$ cat src/rtl/usbf_sie_tx.sv
// USB SIE transmitter: sends a PID byte, then for data PIDs the payload and an on-the-fly CRC16, over UTMI.
// Optional: define USBF_SIE_TX_TURNAROUND_EN to enforce a bus turnaround delay after receive activity.
module usbf_sie_tx #(
    parameter int TURNAROUND_CYCLES = 16
) (
    input  logic       clk_i,
    input  logic       rstn_i,
    input  logic       enable_i,
    input  logic       tx_valid_i,
    input  logic [7:0] tx_pid_i,
    output logic       tx_accept_o,
    input  logic       data_valid_i,
    input  logic       data_strb_i,
    input  logic [7:0] data_i,
    input  logic       data_last_i,
    output logic       data_accept_o,
    output logic [7:0] utmi_data_o,
    output logic       utmi_txvalid_o,
    input  logic       utmi_txready_i,
    input  logic       utmi_rxactive_i,
    output logic       tx_active_o,
    output logic       tx_err_o
);

    // state | meaning
    // IDLE  | waiting for a packet request on a quiet bus
    // PID   | presenting the latched PID byte
    // DATA  | streaming payload bytes straight from data_i
    // CRC1  | presenting inverted CRC low byte
    // CRC2  | presenting inverted CRC high byte
    typedef enum logic [2:0] {ST_IDLE, ST_PID, ST_DATA, ST_CRC1, ST_CRC2} state_t;

    state_t      r_state;
    state_t      w_state_nxt;
    logic [7:0]  r_pid;
    logic [15:0] r_crc;
    logic        w_start_ok;
    logic        w_txvalid;
    logic [7:0]  w_data;
    logic        w_tx_accept;
    logic        w_data_accept;
    logic        w_tx_err;

    function automatic logic [15:0] f_crc16(input logic [15:0] crc_in, input logic [7:0] din);
        logic [15:0] c;
        c = crc_in;
        for (int i = 0; i < 8; i++) begin
            c = (c[0] ^ din[i]) ? ((c >> 1) ^ 16'hA001) : (c >> 1);
        end
        return c;
    endfunction

`ifdef USBF_SIE_TX_TURNAROUND_EN
    localparam int CW = $clog2(TURNAROUND_CYCLES + 1);
    logic [CW-1:0] r_ta_cnt;

    always_ff @(posedge clk_i or negedge rstn_i) begin
        if (!rstn_i) begin
            r_ta_cnt <= '0;
        end else if (utmi_rxactive_i) begin
            r_ta_cnt <= CW'(TURNAROUND_CYCLES);
        end else if (r_ta_cnt != '0) begin
            r_ta_cnt <= r_ta_cnt - CW'(1);
        end
    end

    assign w_start_ok = (r_ta_cnt == '0) && !utmi_rxactive_i;
`else
    logic w_unused_ta;
    assign w_unused_ta = (TURNAROUND_CYCLES != 0);
    assign w_start_ok  = !utmi_rxactive_i;
`endif

    always_comb begin
        w_state_nxt   = r_state;
        w_txvalid     = 1'b0;
        w_data        = 8'h00;
        w_tx_accept   = 1'b0;
        w_data_accept = 1'b0;
        w_tx_err      = 1'b0;
        case (r_state)
            ST_IDLE: begin
                if (tx_valid_i && w_start_ok) w_state_nxt = ST_PID;
            end
            ST_PID: begin
                w_txvalid = 1'b1;
                w_data    = r_pid;
                if (utmi_txready_i) begin
                    w_tx_accept = 1'b1;
                    w_state_nxt = (r_pid[1:0] == 2'b11) ? ST_DATA : ST_IDLE;
                end
            end
            ST_DATA: begin
                w_data    = data_i;
                w_txvalid = data_valid_i & data_strb_i;
                if (!data_valid_i) begin
                    // underrun: PHY closes the packet, host drops it on the bad CRC
                    w_tx_err    = 1'b1;
                    w_state_nxt = ST_IDLE;
                end else begin
                    w_data_accept = utmi_txready_i | !data_strb_i;
                    if (w_data_accept && data_last_i) w_state_nxt = ST_CRC1;
                end
            end
            ST_CRC1: begin
                w_txvalid = 1'b1;
                w_data    = ~r_crc[7:0];
                if (utmi_txready_i) w_state_nxt = ST_CRC2;
            end
            ST_CRC2: begin
                w_txvalid = 1'b1;
                w_data    = ~r_crc[15:8];
                if (utmi_txready_i) w_state_nxt = ST_IDLE;
            end
            default: w_state_nxt = ST_IDLE;
        endcase
        if (!enable_i) begin
            w_state_nxt   = ST_IDLE;
            w_txvalid     = 1'b0;
            w_data        = 8'h00;
            w_tx_accept   = 1'b0;
            w_data_accept = 1'b0;
            w_tx_err      = 1'b0;
        end
    end

    always_ff @(posedge clk_i or negedge rstn_i) begin
        if (!rstn_i) begin
            r_state <= ST_IDLE;
            r_pid   <= 8'h00;
            r_crc   <= 16'hFFFF;
        end else begin
            r_state <= w_state_nxt;
            if (r_state == ST_IDLE && w_state_nxt == ST_PID) r_pid <= tx_pid_i;
            if (w_state_nxt == ST_IDLE) begin
                r_crc <= 16'hFFFF;
            end else if (r_state == ST_DATA && w_txvalid && utmi_txready_i) begin
                r_crc <= f_crc16(r_crc, data_i);
            end
        end
    end

    assign utmi_data_o    = w_data;
    assign utmi_txvalid_o = w_txvalid;
    assign tx_accept_o    = w_tx_accept;
    assign data_accept_o  = w_data_accept;
    assign tx_err_o       = w_tx_err;
    assign tx_active_o    = (r_state != ST_IDLE);

endmodule

$ cat config.mk
export PLATFORM = sky130hd
export DESIGN_NAME = usbf_sie_tx
export DESIGN_NICKNAME = d
export VERILOG_FILES = /design/src/rtl/usbf_sie_tx.sv
export SDC_FILE = /design/constraint.sdc
export NUM_CORES = 1
export LEC_CHECK = 0
export BUFFER_PORTS_ARGS = -buffer_cell sky130_fd_sc_hd__buf_4
export CORE_MARGIN = 4
export CORE_UTILIZATION = 24
export DETAILED_ROUTE_END_ITERATION = 7
export SLEW_MARGIN = 20
export SYNTH_ARGS = -nofsm -noshare
export SYNTH_HDL_FRONTEND = slang
export SYNTH_SLANG_ARGS = --single-unit
$ cat constraint.sdc
create_clock -name clk_i -period 3 [get_ports clk_i]
set_input_delay 0.3 -clock clk_i [delete_from_list [all_inputs] [get_ports clk_i]]
set_output_delay 0.3 -clock clk_i [all_outputs]
set_load 0.01 [all_outputs]
==> results.txt <==
----------------------------------------------------
[Setup path]
  Data arrival at the endpoint of the critical path ... between 2 and 2.5 ns
  Critical path's slowest cell ... sky130_fd_sc_hd__dfrtp_1
  Number of buffer and inverter stages on the critical path ... 1
  Maximum fanout count along the critical path ... 23
  Max stage delay on crit path ... 0.67 ns
  Worst Setup Path Type ... flip-flop to primary output
  Cells along the critical path ... nor2b_1 > a22oi_1 > o21ai_0 > and2_1 > buf_4
  Crit. Startpoint ... r_state[0]$_DFF_PN0_
  Kind of cell with the highest combined delay on the critical path ... simple AND/OR/NAND/NOR gates
  Reg-to-reg slack, setup ... between 0.8 and 0.9 ns
  Worst setup SP type ... flip-flop
  Data required time of the worst path ... approximately 2.7 ns
  Crit. End Element ... primary output
  Start of the worst register-to-register path ... r_state[0]$_DFF_PN0_

[STA]
  Final setup violating endpoints ... 0
  Post-route clock skew ... about 0.0034 ns
  Final worst path period need ... between 2 and 2.5 ns
  Sum of negative setup slack ... 0 ns
  Number of hold violations in the final report ... 0
  Max Freq ... just over 400 MHz
  Post-route setup slack ... 0.526 ns
  Slew @ Worst Pin ... ~0.77 ns
  Portion of the clock cycle consumed by the worst path in the final layout ... ~82%
  Slew HR ... around half
  Setup repair after global routing missed its margin ... false
  Number of max-slew violations in the final report ... 0

[Synthesis]
  Area share of the largest cell type after synthesis ... 23.9%
  Average footprint of a synthesized cell ... slightly above 10 sq um
  Multiplexer share of the synthesized area ... under 10%
  Cell area after synthesis ... 0.00176 sq mm
  Commonest register cell after synthesis ... sky130_fd_sc_hd__dfstp_2
  Syn. warnings ... 0
  Top cells by area in the synthesized netlist ... sky130_fd_sc_hd__dfstp_2, sky130_fd_sc_hd__dfrtp_1, sky130_fd_sc_hd__xnor2_1
  Unique cell type count in the Yosys netlist ... 38
  Main combinational cell family by area after synthesis ... compound AO/OA/AOI/OAI gates
  Sequential fraction of the synthesis area ... roughly two fifths
  Yosys top cell by area ... sky130_fd_sc_hd__dfstp_2
  Synthesized netlist net count ... 196
  Cell count after synthesis ... 171
  Share of flip-flops with an asynchronous set or reset ... 100%
  Parity-gate share of the synthesized area counting xor and xnor cells ... between 10% and 20%
  #FFs+latches synth ... 27
  Synth Area in Simple Gates ... a little over an eighth
  Post-Synth Adder-Cell Area ... 0%
  Compound-cell area share of the yosys netlist ... between 10% and 20%
  Number of enable flip-flop cells after synthesis ... 0

[Die]
  Core box area ... between 0.006 and 0.007 sq mm
  I/O Pins ... 38
  Standard-cell rows ... 30
  Initial cell density of the core ... 25.3%
  Horizontal extent of the die ... 93.6 um
  Die span in y ... roughly 94 um
  Overall die area ... a little under 0.009 sq mm

[Layout]
  Post-synthesis to final-layout area growth ... 24.9%
  Number of antenna repair diodes ... 0
  Highest-count cells in the layout ignoring fill and taps ... sky130_fd_sc_hd__buf_4, sky130_fd_sc_hd__dfstp_2, sky130_fd_sc_hd__xnor2_1
  Fraction of layout instances using a drive strength above 1 ... 35.0%
  Total number of nets in the final design ... between 200 and 250
  Most frequent standard cell in the layout excluding fill and tap cells ... sky130_fd_sc_hd__buf_4

[CTS]
  Clock sink count ... 27
  Clock tree root driver cell ... sky130_fd_sc_hd__clkbuf_8
  CTS tree ... yes
  Maximum number of buffers from clock root to sink ... 2
  Clock Latency Late Sink ... between 0.2 and 0.3 ns
  Number of buffers created by CTS ... 3
  CTS clock-pin slew for the worst setup and hold paths ... ~0.090 ns
  Post-CTS resize count ... 0
  Max H-tree Level ... 1

[Worst hold path]
  Min-Delay Startpoint ... tx_pid_i[4]
  Hold Path Class ... input pin to flip-flop

[Place]
  Routability congestion estimate ... 0.861
  Post-placement setup slack ... around 0.84 ns
  Port Buf Inserts ... 37
  Placed wire-length estimate after detailed placement ... 3440 um

[GRT]
  Via count of the first global-routing pass ... approximately 1400
  Initial antenna violation count ... 0
  GR Overflow Total ... 0
  Overall global routing resource usage ... about a tenth
  Wire length of the first global-routing pass ... approximately 7000 um
  Maximum number of pins on one net before global-route repair ... 28

[Drt]
  DRC Markers ... 0
  Overall via count from detail_route ... ~1400
  Remaining antenna violation count after routing ... 0
  First DRT Iteration DRCs ... 91
  Routed length per placed instance ... between 10 and 15 um
  Detailed-route wire length ... approximately 4500 um
  Via density per instance ... approximately 4.6
  Detailed-routing iteration count for the pre-antenna-repair pass ... 4

[Power and ir drop]
  Static leakage power ... around 0.91 nW
  Power per standard cell area ... ~390 mW/mm^2
  Peak supply drop ... 0.000158 V

[Flow run]
  Number of max-cap violations ... 0

[Outcome]
  Result of the run ... finished, final reports clean

----------------------------------------------------
## synth_stat cells, types with 2 or more instances
cell type                   instances
sky130_fd_sc_hd__a21oi_1            6
sky130_fd_sc_hd__a22oi_1            6
sky130_fd_sc_hd__a2bb2oi_1         10
sky130_fd_sc_hd__and2_1             9
sky130_fd_sc_hd__buf_1              2
sky130_fd_sc_hd__clkbuf_1           7
sky130_fd_sc_hd__dfrtp_1           11
sky130_fd_sc_hd__dfstp_2           16
sky130_fd_sc_hd__inv_1             10
sky130_fd_sc_hd__mux2_2             8
sky130_fd_sc_hd__mux2i_1            8
sky130_fd_sc_hd__nand2_1            8
sky130_fd_sc_hd__nand3_1            3
sky130_fd_sc_hd__nand3b_1           6
sky130_fd_sc_hd__nor2_1             6
sky130_fd_sc_hd__nor2b_1            4
sky130_fd_sc_hd__nor3_1             3
sky130_fd_sc_hd__o21ai_0            8
sky130_fd_sc_hd__o22a_1             6
sky130_fd_sc_hd__o22ai_1            2
sky130_fd_sc_hd__xnor2_1           14
sky130_fd_sc_hd__xor2_1             2
## where the power goes
| part | internal (mW) | leakage, nW | switching, mW | total [mW] |
|---|---|---|---|---|
| logic | 0.125 | 0.582 | 0.102 | 0.227 |
| clock network | 0.0949 | 0.0228 | 0.108 | 0.203 |
| registers | 0.394 | 0.304 | 0.0233 | 0.417 |
## path summary, 6_finish.rpt
check | end | cells past startpoint
setup / recovery | utmi_data_o[2] | 5
hold / removal | r_pid[4]$_DFFE_PN0P_ | 2
setup reg to reg | r_crc[5]$_DFFE_PN1P_ | 4
hold reg to reg | r_pid[2]$_DFFE_PN0P_ | 1
max in group asynchronous | r_crc[4]$_DFFE_PN1P_ | 2
min in group asynchronous | r_pid[6]$_DFFE_PN0P_ | 2
## worst reg2reg max path: stages (launching register included)
cell and delay [ns]:
sky130_fd_sc_hd__dfrtp_1 0.67, sky130_fd_sc_hd__nor4b_1 0.52, sky130_fd_sc_hd__a21oi_1 0.11, sky130_fd_sc_hd__a211o_1 0.52
sky130_fd_sc_hd__o22a_2 0.32
## logic make-up after synthesis
kind of cell              Yosys count
DFF                                27
AOI/OAI and AO/OA                  44
and+or+nand+nor                    43
buffers and inverters              20
muxes                              16
xor gates and xnor gates           21
## metrics by stage
stage | cell area [sq um] | util (%) | hold slack (ns) | total power [mW] | instances
CTS | 2190 | 31.6 | 0.259 | 0.860 | 302
global placement | 2140 | 30.8 | 0.234 | 0.649 | 297
detailed placement | 2140 | 30.8 | 0.241 | 0.653 | 297
global route | 2190 | 31.6 | 0.252 | 0.895 | 302
finish | 2190 | 31.6 | 0.258 | 0.846 | 302
floorplan | 1760 | - | 0.00441 | 0.567 | 171
## repair_timing
item                      in CTS  in global routing
hold buffers                   1                  0
hold endpoints to repair      11                  0
setup buffers                  0                  0
## state kept, by name, indices dropped and copies added, names as in the netlist
| register | flops |
|---|---|
| r_pid | 8 |
| r_state | 3 |
| r_crc | 16 |
## per-layer routing
metal	vias to the layer above	part of all wire [%]	global-route usage (%)
met1	650	47	14.1
met5	-	0	0
met2	53	44	15.9
met4	0	0.91	1.81
met3	6	7.8	2.49
li1	680	-	-
## layout make-up
cell class	count	area [sq um]
Inverter	10	37.5
Timing Repair Buffer	41	310
Multi-Input combinational cell	124	985
Fill cell	727	4750
Clock buffer	4	45.0
Sequential cell	27	696
Tap cell	96	120
Power figures use the tool's default switching activity.
